### config.mk
export PLATFORM = sky130hd
export DESIGN_NAME = vga_mode_ctrl_flat
export DESIGN_NICKNAME = d
export VERILOG_FILES = /design/src/rtl/vga_mode_ctrl_if.sv /design/src/rtl/vga_mode_ctrl.sv /design/src/flat_wrapper.sv
export SDC_FILE = /design/constraint.sdc
export NUM_CORES = 1
export LEC_CHECK = 0
export BUFFER_PORTS_ARGS = -buffer_cell sky130_fd_sc_hd__buf_2
export CAP_MARGIN = 20
export CELL_PAD_IN_SITES_DETAIL_PLACEMENT = 1
export CELL_PAD_IN_SITES_GLOBAL_PLACEMENT = 1
export CORE_MARGIN = 1.5
export CORE_UTILIZATION = 35
export CTS_CLUSTER_DIAMETER = 40
export CTS_CLUSTER_SIZE = 28
export DETAILED_ROUTE_END_ITERATION = 10
export PLACE_DENSITY_LB_ADDON = 0.12
export REMOVE_ABC_BUFFERS = 1
export SLEW_MARGIN = 15
export SYNTH_ARGS = -nofsm -noshare
export SYNTH_HDL_FRONTEND = slang
export SYNTH_SLANG_ARGS = --single-unit
### constraint.sdc
create_clock -name clk -period 10.5 [get_ports clk]
set_clock_uncertainty 0.05 [all_clocks]
set_input_delay 1.05 -clock clk [delete_from_list [all_inputs] [get_ports clk]]
set_output_delay 1.05 -clock clk [all_outputs]
set_load 0.02 [all_outputs]
### src/rtl/vga_mode_ctrl_if.sv
// Bundles the host register/command port, the generator counter feedback and the
// timing/status outputs of the VGA mode controller.
interface vga_mode_ctrl_if;
  logic       wr_en;
  logic [3:0] wr_addr;
  logic [9:0] wr_data;
  logic       cmd_start;
  logic       cmd_stop;
  logic       cmd_commit;
  logic [9:0] h_counter;
  logic [9:0] v_counter;
  logic       timing_reset;
  logic       timing_enabled;
  logic [9:0] h_sync_start;
  logic [9:0] h_sync_end;
  logic [9:0] h_active_start;
  logic [9:0] h_active_end;
  logic [9:0] v_sync_start;
  logic [9:0] v_sync_end;
  logic [9:0] v_active_start;
  logic [9:0] v_active_end;
  logic       h_pol;
  logic       v_pol;
  logic       busy;
  logic       cfg_err;
  logic       frame_pulse;

  modport slave (
    input  wr_en, wr_addr, wr_data, cmd_start, cmd_stop, cmd_commit, h_counter, v_counter,
    output timing_reset, timing_enabled, h_sync_start, h_sync_end, h_active_start,
           h_active_end, v_sync_start, v_sync_end, v_active_start, v_active_end,
           h_pol, v_pol, busy, cfg_err, frame_pulse
  );

  modport master (
    output wr_en, wr_addr, wr_data, cmd_start, cmd_stop, cmd_commit, h_counter, v_counter,
    input  timing_reset, timing_enabled, h_sync_start, h_sync_end, h_active_start,
           h_active_end, v_sync_start, v_sync_end, v_active_start, v_active_end,
           h_pol, v_pol, busy, cfg_err, frame_pulse
  );
endinterface

### src/rtl/vga_mode_ctrl.sv
// VGA mode controller: shadow/staged/active timing banks with validated commits,
// applied at once when stopped or on the last pixel of a frame when running.
module vga_mode_ctrl #(
  parameter logic [9:0] DEF_H_SYNC_START   = 10'd0,
  parameter logic [9:0] DEF_H_SYNC_END     = 10'd95,
  parameter logic [9:0] DEF_H_ACTIVE_START = 10'd144,
  parameter logic [9:0] DEF_H_ACTIVE_END   = 10'd783,
  parameter logic [9:0] DEF_V_SYNC_START   = 10'd0,
  parameter logic [9:0] DEF_V_SYNC_END     = 10'd1,
  parameter logic [9:0] DEF_V_ACTIVE_START = 10'd35,
  parameter logic [9:0] DEF_V_ACTIVE_END   = 10'd514,
  parameter logic [1:0] DEF_POL            = 2'b00
) (
  input  logic           clk,
  input  logic           reset,
  vga_mode_ctrl_if.slave bus
);

  typedef enum logic [1:0] {IDLE, RUN, PENDING} state_t;

  // Field index order: hss, hse, has, hae, vss, vse, vas, vae
  localparam logic [7:0][9:0] DEF_BANK = {DEF_V_ACTIVE_END, DEF_V_ACTIVE_START,
                                          DEF_V_SYNC_END, DEF_V_SYNC_START,
                                          DEF_H_ACTIVE_END, DEF_H_ACTIVE_START,
                                          DEF_H_SYNC_END, DEF_H_SYNC_START};

  state_t           r_state, w_state_nxt;
  logic [7:0][9:0]  r_sh, r_stg, r_act;
  logic [1:0]       r_sh_pol, r_stg_pol, r_act_pol;
  logic             r_tmg_rst, r_tmg_en, r_err, r_fp;

  logic w_h_ok, w_v_ok, w_valid, w_boundary;
  logic w_stop, w_start, w_commit;
  logic w_ld_act_sh, w_ld_act_stg, w_ld_stg, w_set_err, w_clr_err;

  assign w_h_ok = (r_sh[0] <= r_sh[1]) && (r_sh[2] <= r_sh[3]) &&
                  (r_sh[1] <= r_sh[3]) && (r_sh[3] != '0);
  assign w_v_ok = (r_sh[4] <= r_sh[5]) && (r_sh[6] <= r_sh[7]) &&
                  (r_sh[5] <= r_sh[7]) && (r_sh[7] != '0);
  assign w_valid    = w_h_ok && w_v_ok;
  assign w_boundary = (bus.h_counter == r_act[3]) && (bus.v_counter == r_act[7]);

  // A higher-priority command drops lower ones even when it is itself ignored
  assign w_stop   = bus.cmd_stop;
  assign w_start  = bus.cmd_start && !bus.cmd_stop;
  assign w_commit = bus.cmd_commit && !bus.cmd_start && !bus.cmd_stop;

  always_ff @(posedge clk or posedge reset) begin
    if (reset) r_state <= IDLE;
    else       r_state <= w_state_nxt;
  end

  always_comb begin
    w_state_nxt  = r_state;
    w_ld_act_sh  = 1'b0;
    w_ld_act_stg = 1'b0;
    w_ld_stg     = 1'b0;
    w_set_err    = 1'b0;
    w_clr_err    = 1'b0;
    if (w_commit) begin
      w_set_err = !w_valid;
      w_clr_err = w_valid;
      w_ld_stg  = w_valid;
    end
    case (r_state)
      IDLE: begin
        if (w_start) w_state_nxt = RUN;
        else         w_ld_act_sh = w_commit && w_valid;
      end
      RUN: begin
        if (w_stop)                   w_state_nxt = IDLE;
        else if (w_commit && w_valid) w_state_nxt = PENDING;
      end
      PENDING: begin
        if (w_stop) begin
          w_ld_act_stg = 1'b1;
          w_state_nxt  = IDLE;
        end else begin
          // Boundary applies the old staged bank; a same-cycle valid commit re-arms PENDING
          w_ld_act_stg = w_boundary;
          if (w_boundary && !(w_commit && w_valid)) w_state_nxt = RUN;
        end
      end
      default: w_state_nxt = IDLE;
    endcase
  end

  always_ff @(posedge clk or posedge reset) begin
    if (reset) begin
      r_sh      <= DEF_BANK;
      r_stg     <= DEF_BANK;
      r_act     <= DEF_BANK;
      r_sh_pol  <= DEF_POL;
      r_stg_pol <= DEF_POL;
      r_act_pol <= DEF_POL;
      r_tmg_rst <= 1'b1;
      r_tmg_en  <= 1'b0;
      r_err     <= 1'b0;
      r_fp      <= 1'b0;
    end else begin
      if (bus.wr_en) begin
        if (bus.wr_addr < 4'd8)       r_sh[bus.wr_addr[2:0]] <= bus.wr_data;
        else if (bus.wr_addr == 4'd8) r_sh_pol <= bus.wr_data[1:0];
      end
      if (w_ld_stg) begin
        r_stg     <= r_sh;
        r_stg_pol <= r_sh_pol;
      end
      if (w_ld_act_sh) begin
        r_act     <= r_sh;
        r_act_pol <= r_sh_pol;
      end else if (w_ld_act_stg) begin
        r_act     <= r_stg;
        r_act_pol <= r_stg_pol;
      end
      if (w_set_err)      r_err <= 1'b1;
      else if (w_clr_err) r_err <= 1'b0;
      r_tmg_rst <= (r_state == IDLE);
      r_tmg_en  <= (r_state != IDLE);
      r_fp      <= w_boundary && (r_state != IDLE);
    end
  end

  assign bus.timing_reset   = r_tmg_rst;
  assign bus.timing_enabled = r_tmg_en;
  assign bus.h_sync_start   = r_act[0];
  assign bus.h_sync_end     = r_act[1];
  assign bus.h_active_start = r_act[2];
  assign bus.h_active_end   = r_act[3];
  assign bus.v_sync_start   = r_act[4];
  assign bus.v_sync_end     = r_act[5];
  assign bus.v_active_start = r_act[6];
  assign bus.v_active_end   = r_act[7];
  assign bus.h_pol          = r_act_pol[0];
  assign bus.v_pol          = r_act_pol[1];
  assign bus.busy           = (r_state == PENDING);
  assign bus.cfg_err        = r_err;
  assign bus.frame_pulse    = r_fp;

endmodule

### src/flat_wrapper.sv
// flat-port wrapper written by rule: the top's interface ports become plain ports
module vga_mode_ctrl_flat 
#(
  parameter logic [9:0] DEF_H_SYNC_START   = 10'd0,
  parameter logic [9:0] DEF_H_SYNC_END     = 10'd95,
  parameter logic [9:0] DEF_H_ACTIVE_START = 10'd144,
  parameter logic [9:0] DEF_H_ACTIVE_END   = 10'd783,
  parameter logic [9:0] DEF_V_SYNC_START   = 10'd0,
  parameter logic [9:0] DEF_V_SYNC_END     = 10'd1,
  parameter logic [9:0] DEF_V_ACTIVE_START = 10'd35,
  parameter logic [9:0] DEF_V_ACTIVE_END   = 10'd514,
  parameter logic [1:0] DEF_POL            = 2'b00
)
  (clk, reset, bus_wr_en, bus_wr_addr, bus_wr_data, bus_cmd_start, bus_cmd_stop, bus_cmd_commit, bus_h_counter, bus_v_counter, bus_timing_reset, bus_timing_enabled, bus_h_sync_start, bus_h_sync_end, bus_h_active_start, bus_h_active_end, bus_v_sync_start, bus_v_sync_end, bus_v_active_start, bus_v_active_end, bus_h_pol, bus_v_pol, bus_busy, bus_cfg_err, bus_frame_pulse);
  vga_mode_ctrl_if bus_i ();
  input  logic clk;
  input  logic reset;
  input wire logic [$bits(bus_i.wr_en)-1:0] bus_wr_en;
  input wire logic [$bits(bus_i.wr_addr)-1:0] bus_wr_addr;
  input wire logic [$bits(bus_i.wr_data)-1:0] bus_wr_data;
  input wire logic [$bits(bus_i.cmd_start)-1:0] bus_cmd_start;
  input wire logic [$bits(bus_i.cmd_stop)-1:0] bus_cmd_stop;
  input wire logic [$bits(bus_i.cmd_commit)-1:0] bus_cmd_commit;
  input wire logic [$bits(bus_i.h_counter)-1:0] bus_h_counter;
  input wire logic [$bits(bus_i.v_counter)-1:0] bus_v_counter;
  output wire logic [$bits(bus_i.timing_reset)-1:0] bus_timing_reset;
  output wire logic [$bits(bus_i.timing_enabled)-1:0] bus_timing_enabled;
  output wire logic [$bits(bus_i.h_sync_start)-1:0] bus_h_sync_start;
  output wire logic [$bits(bus_i.h_sync_end)-1:0] bus_h_sync_end;
  output wire logic [$bits(bus_i.h_active_start)-1:0] bus_h_active_start;
  output wire logic [$bits(bus_i.h_active_end)-1:0] bus_h_active_end;
  output wire logic [$bits(bus_i.v_sync_start)-1:0] bus_v_sync_start;
  output wire logic [$bits(bus_i.v_sync_end)-1:0] bus_v_sync_end;
  output wire logic [$bits(bus_i.v_active_start)-1:0] bus_v_active_start;
  output wire logic [$bits(bus_i.v_active_end)-1:0] bus_v_active_end;
  output wire logic [$bits(bus_i.h_pol)-1:0] bus_h_pol;
  output wire logic [$bits(bus_i.v_pol)-1:0] bus_v_pol;
  output wire logic [$bits(bus_i.busy)-1:0] bus_busy;
  output wire logic [$bits(bus_i.cfg_err)-1:0] bus_cfg_err;
  output wire logic [$bits(bus_i.frame_pulse)-1:0] bus_frame_pulse;
  assign bus_i.wr_en = bus_wr_en;
  assign bus_i.wr_addr = bus_wr_addr;
  assign bus_i.wr_data = bus_wr_data;
  assign bus_i.cmd_start = bus_cmd_start;
  assign bus_i.cmd_stop = bus_cmd_stop;
  assign bus_i.cmd_commit = bus_cmd_commit;
  assign bus_i.h_counter = bus_h_counter;
  assign bus_i.v_counter = bus_v_counter;
  assign bus_timing_reset = bus_i.timing_reset;
  assign bus_timing_enabled = bus_i.timing_enabled;
  assign bus_h_sync_start = bus_i.h_sync_start;
  assign bus_h_sync_end = bus_i.h_sync_end;
  assign bus_h_active_start = bus_i.h_active_start;
  assign bus_h_active_end = bus_i.h_active_end;
  assign bus_v_sync_start = bus_i.v_sync_start;
  assign bus_v_sync_end = bus_i.v_sync_end;
  assign bus_v_active_start = bus_i.v_active_start;
  assign bus_v_active_end = bus_i.v_active_end;
  assign bus_h_pol = bus_i.h_pol;
  assign bus_v_pol = bus_i.v_pol;
  assign bus_busy = bus_i.busy;
  assign bus_cfg_err = bus_i.cfg_err;
  assign bus_frame_pulse = bus_i.frame_pulse;
  vga_mode_ctrl #(.DEF_H_SYNC_START(DEF_H_SYNC_START), .DEF_H_SYNC_END(DEF_H_SYNC_END), .DEF_H_ACTIVE_START(DEF_H_ACTIVE_START), .DEF_H_ACTIVE_END(DEF_H_ACTIVE_END), .DEF_V_SYNC_START(DEF_V_SYNC_START), .DEF_V_SYNC_END(DEF_V_SYNC_END), .DEF_V_ACTIVE_START(DEF_V_ACTIVE_START), .DEF_V_ACTIVE_END(DEF_V_ACTIVE_END), .DEF_POL(DEF_POL)) u_core (.clk(clk), .reset(reset), .bus(bus_i));
endmodule
After elaboration in Yosys (flattened, before gate mapping)
Index checks and enable logic that the tools add are counted.
{"block": "classes", "addsub": 0, "mul": 0, "n_div": 0, "magnitude_cmp": 9, "eq_ne": 8, "shift": 0, "muxes": 21, "bitwise_logic": 1, "reduce_logical": 28}
{"cell": "$mux 80", "count": 2}
{"cell": "$bwmux 80", "count": 1}
{"cell": "$le 10x10->1", "count": 6}
{"cell": "$demux 10 s3", "count": 1}
{"cell": "$eq 10x10->1", "count": 2}
{"cell": "$reduce_bool 10->1", "count": 2}
{"cell": "$logic_and 1x1->1", "count": 15}
{"cell": "$mux 2", "count": 7}
{"cell": "$mux 10", "count": 1}
{"cell": "$mux 1", "count": 8}
{"cell": "$ne 3x2->1 const B", "count": 2}
{"cell": "$pmux 2 s3", "count": 1}
{"cell": "$reduce_and 3->1", "count": 2}
{"cell": "$reduce_bool 2->1", "count": 3}
{"cell": "$eq 4x4->1 const B", "count": 1}
{"cell": "$logic_not 1->1", "count": 4}
{"cell": "$lt 3x4->1 const B", "count": 1}
{"cell": "$lt 4x4->1 const B", "count": 1}
{"cell": "$ge 3x1->1 const B", "count": 1}
{"cell": "$eq 2x1->1 const B", "count": 1}
{"cell": "$eq 2x2->1 const B", "count": 1}
{"cell": "$logic_not 2->1", "count": 1}
{"cell": "$ne 2x1->1 const B", "count": 1}
{"cell": "$reduce_and 2->1", "count": 1}
{"cell": "$not 1->1", "count": 1}
{"block": "word_totals", "reg_bits": 252, "latch_bits": 0, "ramBits": 0, "mem_bits_ro": 0, "inputBits": 40, "output_inout_bits": 87, "wordCells": 99, "memories": 0}

Longest topological paths before layout
{"block": "depth", "ltp_word": 11, "depth_mapped": 11}

Worst setup path after synthesis
No wires, ideal clock.
{"block": "synth_timing", "path_kind": "in2reg", "start": "in bus_h_counter[3]", "end": "reg u_core.r_act, in the netlist u_core.bus.v_active_start[2]", "t_arrival_ns": 2.793, "required_time_ns": 10.318, "path_slack_ns": 7.525, "path_stages": 9, "n_path_buf": 2, "path_cell_list": "xor2_1 > nor4_1 > nand3_1 > nor3_1 > o21a_1 > buf_2 > buf_1 > mux2i_1 > o21ai_1"}
{"block": "synth_via", "elab_chain_cells": 5}
{"item": "from (decl)", "line_no": "flat_wrapper.sv:24", "rtl": "input wire logic [$bits(bus_i.h_counter)-1:0] bus_h_counter;"}
{"item": "$eq 10x10->1", "line_no": "vga_mode_ctrl.sv:41", "rtl": "assign w_boundary = (bus.h_counter == r_act[3]) && (bus.v_counter == r_act[7]);"}
{"item": "$logic_and 1x1->1", "line_no": "vga_mode_ctrl.sv:41"}
{"item": "$mux 1", "line_no": "vga_mode_ctrl.sv:75", "rtl": "if (w_stop) begin"}
{"item": "$mux 1", "line_no": "vga_mode_ctrl.sv:65", "rtl": "case (r_state)"}
{"item": "$reduce_bool 2->1 (no source line)"}
{"item": "to (signal assigned)", "line_no": "vga_mode_ctrl.sv:110", "rtl": "r_act <= r_sh;"}
{"item": "to (signal assigned)", "line_no": "vga_mode_ctrl.sv:113", "rtl": "r_act <= r_stg;"}
{"item": "to (decl)", "line_no": "vga_mode_ctrl.sv:28", "rtl": "logic [7:0][9:0] r_sh, r_stg, r_act;"}
Every way passes these cells.
A chain may end at the register's enable or synchronous reset.

Final worst setup path
{"block": "layout_timing", "start": "reg u_core.r_sh[33] in the netlist's numbering", "end": "reg u_core.r_act, in the netlist u_core.bus.h_sync_start[0]"}
{"block": "layout_via", "elab_chain_cells": 9, "elab_cells_between_ends": 12, "cone_classes": "2 x order compare; 3 x mux; 7 x reduce/logical"}
{"item": "from (decl)", "line_no": "vga_mode_ctrl.sv:28"}
{"item": "from (signal, indexed assignment)", "line_no": "vga_mode_ctrl.sv:102", "rtl": "if (bus.wr_addr < 4'd8) r_sh[bus.wr_addr[2:0]] <= bus.wr_data;"}
{"item": "$le 10x10->1", "line_no": "vga_mode_ctrl.sv:36", "rtl": "assign w_h_ok = (r_sh[0] <= r_sh[1]) && (r_sh[2] <= r_sh[3]) &&"}
{"item": "$logic_and 1x1->1 (2 in a row)", "line_no": "vga_mode_ctrl.sv:36"}
{"item": "$logic_and 1x1->1 *", "line_no": "vga_mode_ctrl.sv:37", "rtl": "(r_sh[1] <= r_sh[3]) && (r_sh[3] != '0);"}
{"item": "$logic_and 1x1->1 *", "line_no": "vga_mode_ctrl.sv:40", "rtl": "assign w_valid = w_h_ok && w_v_ok;"}
{"item": "$logic_and 1x1->1 *", "line_no": "vga_mode_ctrl.sv:68", "rtl": "else w_ld_act_sh = w_commit && w_valid;"}
{"item": "$mux 1 *", "line_no": "vga_mode_ctrl.sv:67", "rtl": "if (w_start) w_state_nxt = RUN;"}
{"item": "$mux 1 *", "line_no": "vga_mode_ctrl.sv:65"}
{"item": "$mux 80 / $reduce_bool 2->1 (equally long branches)"}
Mark *: on every way between the ends. The rest lies on a longest branch, timed or not.

==> flow_summary_export.csv <==
group,metric,value,unit
global_route,track_usage,19.3,%
synth,yosys.area_share.adder,6.33,%
clock_network,cts_made_buffers,42,
synth,synth_largest_area_cell,"dfrtp_1",
synth,synth_ff_type,"dfrtp_1",
global_route,grt_pass1_vias,8916,
detailed_routing,dr.pass1.iters,4,
clock_network,cts_hold_buf,0,
finish,nNetsFinal,1217,
timing,relSlewSlack,34.1,%
floorplan,die_area,35000,um^2
timing,grt_setup_unrepaired,"no",
timing,setup_violations,0,
timing,tns,0,ns
synth,synth_xor_xnor_area_share,1.48,%
timing,slew_violations,0,
clock_network,clock-sinks,252,
timing,min_period,4.55,ns
global_route,grt_max_degree,153,
min_path,hold_path_class,"register to register",
finish,finalInstanceArea,14400,um^2
synth,ys_seq_elements,252,
flow_run,max_cap_viol_count,0,
detailed_routing,drt_drc_violations_left,0,
synth,synth_edf_count,0,
synth,yosysSeqAreaShare,53.8,%
global_route,grt_pass1_wl,52.9,mm
floorplan,fp-row-count,67,
timing,fin_crit_sh,43.3,%
floorplan,die_h,187,um
synth,yosysMostFrequentCell,"dfrtp_1",
place,place_area,12900,um^2
detailed_routing,wire_per_inst,20.5,um
critical_path,end_kind,"register",
pwr,p_per_area,284,nW/um^2
place,hpwl,20.9,mm
floorplan,design.core.area,33400,um^2
detailed_routing,drtIter0Drc,344,
clock_network,h-tree-depth,2,
synth,netlist_area,11900,um^2
clock_network,clock_latency,0.53,ns
critical_path,cp.required,10.83,ns
critical_path,path_max_fanout,44,
detailed_routing,drt_wl_total,32.8,mm
clock_network,post_cts_buffers,0,
critical_path,worstSetupStartpointType,"register",
synth,synth_top_family_by_area,"multiplexers",
clock_network,root_buffer,"clkbuf_16",
global_route,overflow,0,
synth,yosys-top-cells-count,"dfrtp_1 (191), mux2_2 (135), o21ai_0 (92)",
clock_network,clockBufferDepth,3,
pwr,power_leakage,0.00642,uW
timing,hold_viol_final,0,
critical_path,worstPathArrival,4.88,ns
synth,synth_compound_area_share,8.21,%
floorplan,die_w,187,um
synth,synth-simple-area-share,8.32,%
synth,synth_mux_area_share,18.3,%
floorplan,ios,127,
floorplan,initial_core_util,35.5,%
detailed_routing,antenna_left,0,
clock_network,tritoncts,"built",
finish,syn_to_final_growth,21.8,%
timing,fmax,220,MHz
global_route,antenna_found_initial,0,
synth,synth.avg_cell_area,12.0,um^2
synth,yosysUniqueCellTypes,43,
synth,yosysWarnings,0,
finish,antenna_cells,0,
pwr,ir_drop,0.102,mV
place,gp_congestion,0.758,
critical_path,path_class,"register to register",
critical_path,rrSetupSlack,5.95,ns
place,portBuffers,126,
synth,synthTopCellsByArea,"dfrtp_1 (40%), dfstp_2 (14%), mux2_2 (13%), ha_1 (6.3%), mux2i_1 (5.5%)",
timing,tightest_slew,0.989,ns
clock_network,cts-resized-gates,0,
synth,synth.top_cell.area_share,40.3,%
clock_network,clk_pin_slew,0.05,ns
synth,synthCells,990,
detailed_routing,dr_total_vias,8263,
detailed_routing,drt-vias-per-instance,5.17,
status,outcome,"complete, no violations",
finish,drive_above_1_share,35.7,%
synth,synthArstFlopShare,100,%
[layout by cell type, fill, tap and decap left out, types with 5 or more instances in the layout]
cell / synthesis / routed
buf_4: 0 / 8
a211oi_1: 10 / 10
clkbuf_1: 32 / 8
clkinv_4: 0 / 6
buf_2: 15 / 126
clkbuf_8: 0 / 5
nand3b_1: 5 / 5
xor2_1: 12 / 12
nand3_1: 66 / 66
xnor2_1: 8 / 8
inv_1: 54 / 53
mux2i_1: 65 / 65
a21oi_1: 13 / 12
nand4_1: 15 / 15
o21ai_0: 92 / 92
bufinv_16: 0 / 5
o21ai_1: 13 / 13
nand2b_1: 7 / 7
dfrtp_1: 191 / 191
ha_1: 60 / 60
nand2_1: 43 / 43
and2_1: 18 / 17
a221o_1: 17 / 17
clkbuf_16: 0 / 45
nor4_1: 8 / 8
clkinv_2: 0 / 5
nor3_1: 7 / 7
nor2_1: 10 / 9
dfstp_2: 61 / 61
mux2_2: 135 / 135
[per-layer routing]
| layer | track usage, % | wire, um |
|---|---|---|
| met5 | 0 | 0 |
| met4 | 5.09 | 613 |
| met3 | 2.68 | 1360 |
| met2 | 29.6 | 14700 |
| met1 | 28.5 | 16200 |
[cell families (layout without fill, tap and decap cells)]
| logic type | after synthesis | in the layout |
|---|---|---|
| muxes | 200 | 200 |
| and+or+nand+nor | 189 | 189 |
| AOI/OAI and AO/OA | 162 | 162 |
| buffers and inverters | 107 | 268 |
| DFF | 252 | 252 |
| adders and majority gates | 60 | 60 |
| xor gates and xnor gates | 20 | 20 |
[flip-flops by register name (all words and copies together), names as in the netlist, 2 cells and up]
name and flops:
u_core.bus.v_sync_start 10, u_core.r_stg 80, u_core.bus.h_sync_start 10, u_core.r_state 2, u_core.bus.v_active_end 10, u_core.bus.h_sync_end 10, u_core.r_sh_pol 2, u_core.bus.v_sync_end 10
u_core.bus.h_active_start 10, u_core.r_sh 80, u_core.bus.h_active_end 10, u_core.r_stg_pol 2, u_core.r_act_pol 2, u_core.bus.v_active_start 10
[worst max-delay path, cell delays in order (launching register included)]
cell and delay [ns]:
dfstp_2 0.55, inv_1 0.10, ha_1 0.30, a21oi_1 0.15, o21ai_1 0.09, a2111oi_0 0.82, o22ai_1 0.29, nor4_4 0.39
and2_2 0.87, buf_4 0.58, o21ai_0 0.18
[through the flow]
| stage | utilization, % | cells | setup WS (ns) | power (uW) | hold slack (ns) |
|---|---|---|---|---|---|
| 2_1_floorplan | - | 938 | 2.55 | 2300 | 0.411 |
| 3_3_place_gp | 38.7 | 1520 | 5.77 | 2660 | 0.427 |
| 3_5_place_dp | 38.7 | 1520 | 5.72 | 2700 | 0.438 |
| 4_1_cts | 43.1 | 1598 | 5.73 | 4150 | 0.449 |
| 5_1_grt | 43.2 | 1599 | 5.61 | 4340 | 0.469 |
| 6_report | 43.2 | 1599 | 5.95 | 4090 | 0.443 |
[power by group]
group	switching (uW)	internal, uW	leakage, uW	total (uW)
logic	547	452	0.00263	999
clock network	483	941	0.000715	1420
registers	280	1390	0.00308	1670
[cell type report]
| type | count | area [um^2] |
|---|---|---|
| clock inverter | 20 | 258 |
| clock buffer | 58 | 1220 |
| multi-input combinational | 631 | 5090 |
| timing repair buffer | 135 | 711 |
| tap | 448 | 561 |
| inverter | 55 | 214 |
| fill | 3574 | 19000 |
| sequential | 252 | 6380 |
[final timing paths]
path | from | end | cells past startpoint
min in group asynchronous | reset | u_core.bus.h_active_start[9]$_DFFE_PP0P_ | 2
setup reg to reg | u_core.r_sh[33]$_DFFE_PP1P_ | u_core.bus.h_sync_start[0]$_DFFE_PP0P_ | 10
max in group asynchronous | reset | u_core.r_sh[46]$_DFFE_PP0P_ | 3
hold / removal | u_core.bus.cfg_err$_DFFE_PP0P_ | u_core.bus.cfg_err$_DFFE_PP0P_ | 2
hold reg to reg | u_core.bus.cfg_err$_DFFE_PP0P_ | u_core.bus.cfg_err$_DFFE_PP0P_ | 2
setup / recovery | u_core.r_sh[33]$_DFFE_PP1P_ | u_core.bus.h_sync_start[0]$_DFFE_PP0P_ | 10
Note: power is estimated with default switching activity, not from simulation.
